`src/rtl/fetch_sequencer_pkg.sv`:
```
// Shared types for the instruction fetch front end: buffer entry layout,
// sequencer state encoding and the default reset vector.
package fetch_sequencer_pkg;

   localparam logic [0:31] RESET_VECTOR = 32'h0000_0100;

   typedef struct packed {
      logic [0:31] cia;
      logic [0:31] instr;
   } fetch_entry_t;

   typedef enum logic {
      RUN,
      DRAIN
   } fetch_state_t;

endpackage

```
`src/rtl/fetch_sequencer_if.sv`:
```
// Bus bundle between the fetch sequencer (master side) and its neighbours:
// branch-unit redirect, instruction memory request/response and decode.
interface fetch_sequencer_if;

   logic        nia_valid;
   logic [0:31] nia_out;
   logic        fetch_req_valid;
   logic        fetch_req_ready;
   logic [0:31] fetch_addr;
   logic        fetch_rsp_valid;
   logic [0:31] fetch_rsp_data;
   logic        instr_valid;
   logic        instr_ready;
   logic [0:31] instr_out;
   logic [0:31] cia_out;

   modport master (
      input  nia_valid, nia_out,
      input  fetch_req_ready, fetch_rsp_valid, fetch_rsp_data,
      input  instr_ready,
      output fetch_req_valid, fetch_addr,
      output instr_valid, instr_out, cia_out
   );

   modport slave (
      output nia_valid, nia_out,
      output fetch_req_ready, fetch_rsp_valid, fetch_rsp_data,
      output instr_ready,
      input  fetch_req_valid, fetch_addr,
      input  instr_valid, instr_out, cia_out
   );

endinterface

```
`src/rtl/fetch_sequencer_fifo.sv`:
```
// Synchronous FIFO with push, pop, synchronous flush and occupancy count.
// Flush wins over a same-cycle push; the head entry is always visible on rd_data.
module fetch_sequencer_fifo #(
   parameter int  DEPTH = 4,
   parameter int  CW    = $clog2(DEPTH + 1),
   parameter type T     = logic [0:31]
) (
   input  logic          clk,
   input  logic          rst,
   input  logic          push,
   input  logic          pop,
   input  logic          flush,
   input  T              wr_data,
   output T              rd_data,
   output logic [CW-1:0] count
);

   localparam int            AW   = (DEPTH > 1) ? $clog2(DEPTH) : 1;
   localparam logic [AW-1:0] LAST = AW'(DEPTH - 1);

   T              mem [DEPTH];
   logic [AW-1:0] wr_ptr;
   logic [AW-1:0] rd_ptr;

   function automatic logic [AW-1:0] bump(input logic [AW-1:0] p);
      return (p == LAST) ? '0 : p + 1'b1;
   endfunction

   // NOTE: storage is deliberately not reset; pointers and count alone decide which entries are live.
   always_ff @(posedge clk) begin
      if (push && !flush) mem[wr_ptr] <= wr_data;
   end

   // NOTE: all sequential state uses non-blocking assignment so every register samples pre-edge values.
   always_ff @(posedge clk) begin
      if (rst || flush) begin
         wr_ptr <= '0;
         rd_ptr <= '0;
         count  <= '0;
      end else begin
         if (push) wr_ptr <= bump(wr_ptr);
         if (pop)  rd_ptr <= bump(rd_ptr);
         count <= count + CW'(push) - CW'(pop);
      end
   end

   assign rd_data = mem[rd_ptr];

   overflow_a:  assert property (@(posedge clk) disable iff (rst)
                                 !(push && !pop && !flush && count == CW'(DEPTH)));
   underflow_a: assert property (@(posedge clk) disable iff (rst)
                                 !(pop && !flush && count == '0));

endmodule

```
`src/rtl/fetch_sequencer.sv`:
```
// Fetch front end: owns the PC, issues in-order word fetches, tags returned
// words with their address for decode, and discards wrong-path fetches on redirect.
module fetch_sequencer
   import fetch_sequencer_pkg::*;
#(
   parameter logic [0:31] RESET_ADDR      = RESET_VECTOR,
   parameter int          FIFO_DEPTH      = 4,
   parameter int          MAX_OUTSTANDING = 4
) (
   input logic               clk,
   input logic               rst,
   fetch_sequencer_if.master fs
);

   localparam int CNT_W = $clog2(FIFO_DEPTH + 1);
   localparam int OCC_W = CNT_W + 1;

   fetch_state_t     state;
   logic [0:31]      pc;
   logic [CNT_W-1:0] outstanding;
   logic [CNT_W-1:0] outstanding_next;
   logic [CNT_W-1:0] discard_cnt;
   logic [CNT_W-1:0] instr_count;
   logic [CNT_W-1:0] tag_count;
   logic [OCC_W-1:0] occupancy;
   logic [0:31]      redirect_pc;
   logic [0:31]      tag_head;
   logic             req_valid;
   logic             req_fire;
   logic             rsp_run;
   logic             redirect_run;
   logic             instr_pop;
   fetch_entry_t     rsp_entry;
   fetch_entry_t     head_entry;

   // Every issued request reserves a buffer slot, so a response can never find the buffer full.
   assign occupancy = {1'b0, instr_count} + {1'b0, outstanding};
   assign req_valid = !rst && (state == RUN) && !fs.nia_valid
                      && (outstanding < CNT_W'(MAX_OUTSTANDING))
                      && (occupancy < OCC_W'(FIFO_DEPTH));

   assign req_fire         = req_valid && fs.fetch_req_ready;
   assign rsp_run          = fs.fetch_rsp_valid && (state == RUN);
   assign redirect_run     = fs.nia_valid && (state == RUN);
   assign instr_pop        = fs.instr_valid && fs.instr_ready;
   assign redirect_pc      = fs.nia_out & 32'hFFFF_FFFC;
   assign outstanding_next = outstanding + CNT_W'(req_fire) - CNT_W'(fs.fetch_rsp_valid);
   assign rsp_entry        = '{cia: tag_head, instr: fs.fetch_rsp_data};

   assign fs.fetch_req_valid = req_valid;
   assign fs.fetch_addr      = pc;
   assign fs.instr_valid     = (instr_count != '0);
   assign fs.instr_out       = head_entry.instr;
   assign fs.cia_out         = head_entry.cia;

   fetch_sequencer_fifo #(
      .DEPTH (FIFO_DEPTH),
      .CW    (CNT_W),
      .T     (fetch_entry_t)
   ) u_instr_buf (
      .clk     (clk),
      .rst     (rst),
      .push    (rsp_run),
      .pop     (instr_pop),
      .flush   (redirect_run),
      .wr_data (rsp_entry),
      .rd_data (head_entry),
      .count   (instr_count)
   );

   fetch_sequencer_fifo #(
      .DEPTH (MAX_OUTSTANDING),
      .CW    (CNT_W),
      .T     (logic [0:31])
   ) u_tag_queue (
      .clk     (clk),
      .rst     (rst),
      .push    (req_fire),
      .pop     (rsp_run),
      .flush   (redirect_run),
      .wr_data (pc),
      .rd_data (tag_head),
      .count   (tag_count)
   );

   always_ff @(posedge clk) begin
      if (rst) begin
         state       <= RUN;
         pc          <= RESET_ADDR;
         outstanding <= '0;
         discard_cnt <= '0;
      end else begin
         outstanding <= outstanding_next;
         if (req_fire) pc <= pc + 32'd4;
         unique case (state)
            RUN: begin
               // Requests still in flight at a redirect, net of any response now arriving, are wrong-path.
               if (fs.nia_valid) begin
                  pc          <= redirect_pc;
                  discard_cnt <= outstanding_next;
                  if (outstanding_next != '0) state <= DRAIN;
               end
            end
            DRAIN: begin
               if (fs.nia_valid) pc <= redirect_pc;
               if (fs.fetch_rsp_valid) begin
                  discard_cnt <= discard_cnt - 1'b1;
                  if (discard_cnt == CNT_W'(1)) state <= RUN;
               end
            end
         endcase
      end
   end

   tag_track_a: assert property (@(posedge clk) disable iff (rst)
                                 (state == RUN) |-> (tag_count == outstanding));

endmodule

```
`src/flat_wrapper.sv`:
```
// flat-port wrapper written by rule: the top's interface ports become plain ports
module fetch_sequencer_flat import fetch_sequencer_pkg::*;
#(
   parameter logic [0:31] RESET_ADDR      = RESET_VECTOR,
   parameter int          FIFO_DEPTH      = 4,
   parameter int          MAX_OUTSTANDING = 4
)
  (clk, rst, fs_nia_valid, fs_nia_out, fs_fetch_req_ready, fs_fetch_rsp_valid, fs_fetch_rsp_data, fs_instr_ready, fs_fetch_req_valid, fs_fetch_addr, fs_instr_valid, fs_instr_out, fs_cia_out);
  fetch_sequencer_if fs_i ();
  input logic clk;
  input logic rst;
  input wire logic [$bits(fs_i.nia_valid)-1:0] fs_nia_valid;
  input wire logic [$bits(fs_i.nia_out)-1:0] fs_nia_out;
  input wire logic [$bits(fs_i.fetch_req_ready)-1:0] fs_fetch_req_ready;
  input wire logic [$bits(fs_i.fetch_rsp_valid)-1:0] fs_fetch_rsp_valid;
  input wire logic [$bits(fs_i.fetch_rsp_data)-1:0] fs_fetch_rsp_data;
  input wire logic [$bits(fs_i.instr_ready)-1:0] fs_instr_ready;
  output wire logic [$bits(fs_i.fetch_req_valid)-1:0] fs_fetch_req_valid;
  output wire logic [$bits(fs_i.fetch_addr)-1:0] fs_fetch_addr;
  output wire logic [$bits(fs_i.instr_valid)-1:0] fs_instr_valid;
  output wire logic [$bits(fs_i.instr_out)-1:0] fs_instr_out;
  output wire logic [$bits(fs_i.cia_out)-1:0] fs_cia_out;
  assign fs_i.nia_valid = fs_nia_valid;
  assign fs_i.nia_out = fs_nia_out;
  assign fs_i.fetch_req_ready = fs_fetch_req_ready;
  assign fs_i.fetch_rsp_valid = fs_fetch_rsp_valid;
  assign fs_i.fetch_rsp_data = fs_fetch_rsp_data;
  assign fs_i.instr_ready = fs_instr_ready;
  assign fs_fetch_req_valid = fs_i.fetch_req_valid;
  assign fs_fetch_addr = fs_i.fetch_addr;
  assign fs_instr_valid = fs_i.instr_valid;
  assign fs_instr_out = fs_i.instr_out;
  assign fs_cia_out = fs_i.cia_out;
  fetch_sequencer #(.RESET_ADDR(RESET_ADDR), .FIFO_DEPTH(FIFO_DEPTH), .MAX_OUTSTANDING(MAX_OUTSTANDING)) u_core (.clk(clk), .rst(rst), .fs(fs_i));
endmodule
```
`config.mk`:
```
export PLATFORM = sky130hd
export DESIGN_NAME = fetch_sequencer_flat
export DESIGN_NICKNAME = d
export VERILOG_FILES = /design/src/rtl/fetch_sequencer_pkg.sv /design/src/rtl/fetch_sequencer_if.sv /design/src/rtl/fetch_sequencer_fifo.sv /design/src/rtl/fetch_sequencer.sv /design/src/flat_wrapper.sv
export SDC_FILE = /design/constraint.sdc
export NUM_CORES = 1
export LEC_CHECK = 0
export ABC_AREA = 1
export ABC_CLOCK_PERIOD_IN_PS = 5000
export CAP_MARGIN = 20
export CORE_MARGIN = 2
export CORE_UTILIZATION = 34
export DETAILED_ROUTE_END_ITERATION = 10
export GPL_TIMING_DRIVEN = 0
export PLACE_DENSITY = 0.51
export SLEW_MARGIN = 20
export SYNTH_ARGS = -nofsm -noshare
export SYNTH_HDL_FRONTEND = slang
export SYNTH_SLANG_ARGS = --single-unit
export TNS_END_PERCENT = 20
```
`constraint.sdc`:
```
create_clock -name clk -period 5 [get_ports clk]
set_input_delay 1.25 -clock clk [delete_from_list [all_inputs] [get_ports clk]]
set_output_delay 1.25 -clock clk [all_outputs]
set_load 0.05 [all_outputs]
```
# --- Yosys cells after proc, flatten, opt, wreduce, memory -nomap -nowiden ---
# Memory sizes are Yosys's and may differ from the RTL's. A register that Yosys moved wholly into a read port is not among the register bits.
# Cells that the tools add are included.
word_totals:
  register_bits: 50
  latch_bits: 0
  ramBits: 384
  rom_bits: 0
  inputBits: 70
  out_inout_bits: 98
  wordCells: 72
  memories: 2
op_classes:
  addsub: 11
  n_mul: 0
  div_mod_pow: 0
  n_lt_le_gt_ge: 2
  n_eq_ne: 7
  n_shift: 0
  n_mux: 22
  bitwise: 1
  reduce_logical: 18
mem_list:
  columns: ["memory", "depth", "word_bits", "read_ports", "rd_clocked_by_memory_dff", "write_ports", "line_no", "rtl"]
  rows:
  - ["u_core.u_instr_buf.mem", 4, 64, 1, 1, 1, "fetch_sequencer_fifo.sv:21", "T mem [DEPTH];"]
  - ["u_core.u_tag_queue.mem", 4, 32, 1, 1, 1, "fetch_sequencer_fifo.sv:21", null]
ops:
  columns: ["op", "n"]
  rows:
  - ["$mux W32", 2]
  - ["$add A32 B3 Y32 const B", 1]
  - ["$mux W2", 8]
  - ["$logic_and A1 B1 Y1", 10]
  - ["$add A2 B1 Y2 const B", 4]
  - ["$eq A2 B2 Y1 const B", 4]
  - ["$mux W1", 8]
  - ["$add A3 B1 Y3", 2]
  - ["$mux W3", 2]
  - ["$pmux W3 S2", 1]
  - ["$reduce_bool A3 Y1", 2]
  - ["$sub A3 B1 Y3", 2]
  - ["$add A3 B3 Y4", 1]
  - ["$lt A4 B3 Y1 const B", 1]
  - ["$ne A2 B2 Y1 const B", 2]
  - ["$eq A3 B1 Y1 const B", 1]
  - ["$logic_not A1 Y1", 3]
  - ["$lt A3 B3 Y1 const B", 1]
  - ["$sub A3 B1 Y3 const B", 1]
  - ["$pmux W1 S2", 1]
  - ["$reduce_and A2 Y1", 1]
  - ["$reduce_bool A2 Y1", 1]
  - ["$logic_or A1 B1 Y1", 1]
  - ["$not A1 Y1", 1]

# --- Logic depth before layout (Yosys ltp) ---
depth:
  depth_word: 12
  depth_mapped: 16
  mapped_depth_nobuf: 15

# --- By module ---
# A second synthesis with hierarchy kept.
unflattened:
  cells_unflattened: 1685
  hier_area_um2: 18741.7
modules_own_cells:
  columns: ["mod", "n_inst", "cells_each", "area_each_um2", "seq_area_each_um2"]
  rows:
  - ["fetch_sequencer_fifo (u_core.u_instr_buf)", 1, 804, 10437.5, 7867.5]
  - ["fetch_sequencer_fifo (u_core.u_tag_queue)", 1, 431, 5522.8, 4023.9]
  - ["fetch_sequencer", 1, 450, 2781.4, 740.7]

# --- Worst setup path before layout ---
# Ideal clock, no wire load.
synth_path:
  path_kind: "input-to-reg"
  start: "in fs_nia_valid"
  end: "mem u_core.u_instr_buf.mem[0][0] (netlist name) (enable)"
  setup_ps: 482
  t_arrival_ps: 4516
  t_required_ps: 4518
  setup_slack_ps: 2
  path_stages: 5
  n_path_buf: 2
  cell_sequence: "inv_1 > buf_2 > buf_1 > nand2_1 > nor2_1"
synth_via:
  elab_chain_cells: 5
synth_lines:
  columns: ["element", "line_no", "rtl"]
  rows:
  - ["start, declared", "flat_wrapper.sv:12", "input wire logic [$bits(fs_i.nia_valid)-1:0] fs_nia_valid;"]
  - ["$logic_and A1 B1 Y1", "fetch_sequencer.sv:44", "assign redirect_run = fs.nia_valid && (state == RUN);"]
  - ["$logic_not A1 Y1", "fetch_sequencer_fifo.sv:31", "if (push && !flush) mem[wr_ptr] <= wr_data;"]
  - ["$logic_and A1 B1 Y1", "fetch_sequencer_fifo.sv:31", null]
  - ["$mux W1", "fetch_sequencer_fifo.sv:31", null]
  - ["$mux W1 (implied by the code)", "fetch_sequencer_fifo.sv:31", null]
  - ["end, declared", "fetch_sequencer_fifo.sv:21", null]
# No other way between the ends.

==> results.md <==
* Sequential share of power at 44.2%
* Num rows at 81
* Final net count at 1,765
* Top FF cell, synth: edfxtp_1
* Pwr Density at 438 nW/µm²
* CTS tree: yes
* Hold WS at 0.505 ns
* Htree depth at 2
* CP dominant cell by count: clkbuf_1
* Startpoint types: register
* GR Overflow Total at 0
* Average wire per standard cell at 18.5 µm
* Sequential fraction of the synthesis area at 71.2%
* Peak VDD IR at 0.000184 V
* Starting Density at 34.5%
* Internal power at 6.46 mW
* Worst hold-check path type: reg2reg
* Flops & latches, synth at 420
* RSZ-0062 raised after global routing: false
* Cell family with most CP delay: buffers and inverters
* Finished Core Util at 43.3%
* Largest stage delay on the critical path at 0.88 ns
* Vias in the first global route at 11,200
* Worst path required time at 3.75 ns
* Crit path max fanout at 10
* Filler cells at 4,618
* Via count at 11,400
* Post-route DRC at 0
* Largest net degree at the start of global routing at 22
* Crit. End Element: output port
* Data arrival, critical path at 3.42 ns
* Ports at 168
* Leading area contributor after synthesis: edfxtp_1
* Multi-input logic area at 4280 µm²
* Layout cells sized above 1 at 7.08%
* Sw Ratio at 30.5%
* DIE AREA at 51,700 µm²
* Clk buf depth at 3
* Total power at 9.30 mW
* Antenna viol nets, final at 0
* Core area at 49,200 µm²
* PnR worst setup slack at 0.328 ns
* Slowest cell on the critical path: clkdlybuf4s50_1
* Fin. max-slew vios at 0
* Top cell type's share of synthesized area at 65.1%
* CP bufs+invs at 4
* Antenna Cells at 0
* Gp weighted congestion at 0.885
* Post-synth EDFFs at 368
* Initial antenna violation count at 0
* Drt pass-1 iters at 5
* Outcome: finished clean
* Synth top area cells: edfxtp_1, dfxtp_1, o21ai_0
* Storage cell area at 12,100 µm²
* Post-CTS Setup Bufs at 0
* CTS-repair resized insts at 0
* Worst-skew pair later-pin latency at 0.56 ns
* Final Critical Period at 4.67 ns
* Initial DRC Count at 895
* Worst Skew at 0.0220 ns
* Switching pwr at 2.84 mW
* Setup Slack @ Placement at 0.586 ns
* Worst path cell trace: clkbuf_1 > inv_1 > clkbuf_1 > o21ai_0 > o22ai_1 > clkdlybuf4s50_1
* Most frequent cells in the layout: edfxtp_1, nor2_1, o21ai_0
* Setup-failing EPs final at 0
* Leak Pwr at 7.23 nW
* Syn Std Cell Area at 17,000 µm²
* Detail Placement HPWL at 29.2 mm
* Post-synth ARST share at 0%
* Setup Crit Path Kind: reg2out
* Clock sink count at 420
* Root buffer cell: clkbuf_16
* First-pass GRT wire length at 66.0 mm
* Cts hold-fix bufs at 0
* Slew margin rel. at 54.5%
* DRT Wirelength at 43.8 mm
* Max-cap violations at 0
* Clk pwr share at 34.0%
* Total global routing track utilization at 16.9%
* Period utilisation layout at 93.4%
* Final hold vios at 0
* Clock transition at the registers of the reported paths at 0.06 ns
* Commonest non-fill, non-tap cell in the layout: edfxtp_1
* Via/cell ratio at 4.81
* Synth-to-layout area growth at 25.2%
* Cts bufs inserted at 45
* Least-Margin Pin Slew at 0.683 ns
* Synth unique cells at 36
* Avg Cell Area, Syn at 11.7 µm²
* Logic pwr share at 21.8%
* Synth Instances at 1,448
* IO buf count at 160
* Die Wd at 227 µm
* Die height at 227 µm
* Achievable frequency at 0.214 GHz
* Ys Warns at 0
## area by class of cell
type                       instances  share of cell area, %
sequential                       420                   56.9
multi-input combinational        865                   20.1
timing repair buffer             176                   9.32
clock buffer                      62                   5.84
tap                              664                   3.91
buffer                            78                   1.67
inverter                          88                   1.55
clock inverter                    20                  0.724
## per-stage QoR
| step | area, µm² | setup TNS, ns | std cells |
|---|---|---|---|
| global route | 21300 | 0 | 2373 |
| CTS | 21300 | 0 | 2373 |
| global placement | 19400 | -841.74 | 2275 |
| detailed placement | 19900 | 0 | 2291 |
| finish | 21300 | 0 | 2373 |
| floorplan | 17000 | 0 | 1451 |
## power groups by stage
stage / Clock, mW / Sequential [mW] / Combinational [mW]
floorplan: 0 / 4.22 / 1.23
global placement: 0 / 4.20 / 2.00
detailed placement: 0 / 4.19 / 2.06
CTS: 3.25 / 4.11 / 2.06
global route: 3.40 / 4.13 / 2.19
finish: 3.16 / 4.11 / 2.03
## routing by layer
| metal | GRT usage (%) | vias to the layer above | part of all wire [%] | wire length, µm |
|---|---|---|---|---|
| met2 | 27.8 | 308 | 48 | 21100 |
| met4 | 3.80 | 0 | 1.6 | 688 |
| met1 | 23.3 | 5465 | 45 | 19600 |
| met3 | 3.24 | 45 | 5.6 | 2450 |
| met5 | 0 | - | 0 | 0 |
| li1 | - | 5589 | - | - |
## flip-flops by register name, summed over array words and instances, names as in the netlist, named ones only
register and flops:
u_core.u_tag_queue.mem 120, u_core.state 1, u_core.outstanding 3, u_core.u_instr_buf.mem 248, u_core.u_instr_buf.count 3, u_core.u_instr_buf.rd_ptr 2
u_core.fs.fetch_addr 30, u_core.discard_cnt 3, u_core.u_instr_buf.wr_ptr 2, u_core.u_tag_queue.rd_ptr 2, u_core.u_tag_queue.wr_ptr 2
## Yosys cell counts, drive strengths merged, types with 3 or more instances
library cell  number
edfxtp           368
nor2             271
o21ai            202
nand2            163
o22ai             92
inv               88
clkbuf            52
dfxtp             52
nand3             47
a21oi             38
buf               26
ha                19
xnor2              6
xor2               5
a211oi             4
o21bai             3
## path summary, 6_finish.rpt
kind,startpoint,end,slack [ns],cells after the start
setup / recovery,register,fs_cia_out[21],0.33,6
hold / removal,u_core.discard_cnt[1],u_core.discard_cnt[1],0.50,2
setup reg to reg,u_core.u_instr_buf.count[1],u_core.state,2.28,14
hold reg to reg,u_core.discard_cnt[1],u_core.discard_cnt[1],0.50,2
## kinds of logic (layout without fill, tap and decap cells)
logic type | count (synthesis) | in the layout | share of synthesized area (%)
compound gates | 345 | 345 | 11.1
xor+xnor | 11 | 11 | 0.567
fa+ha+maj | 21 | 21 | 1.64
buf+inv | 166 | 424 | 4.04
mux | 1 | 1 | 0.0589
simple gates | 483 | 483 | 11.4
flops | 420 | 420 | 71.2
other cells | 1 | 4 | 0.0221
## worst reg2reg max path: stages (launching register included)
cell     delay [ns]
dfxtp_1        0.42
ha_1           0.28
nand2_1        0.08
nor2_1         0.06
nor2_4         0.12
nand3_4        0.14
inv_2          0.12
buf_6          0.15
ha_1           0.15
inv_1          0.04
fa_1           0.38
xor2_1         0.17
xor2_1         0.26
o21ai_0        0.13
a21oi_1        0.14
No activity file was read; power rests on OpenSTA's default activity.
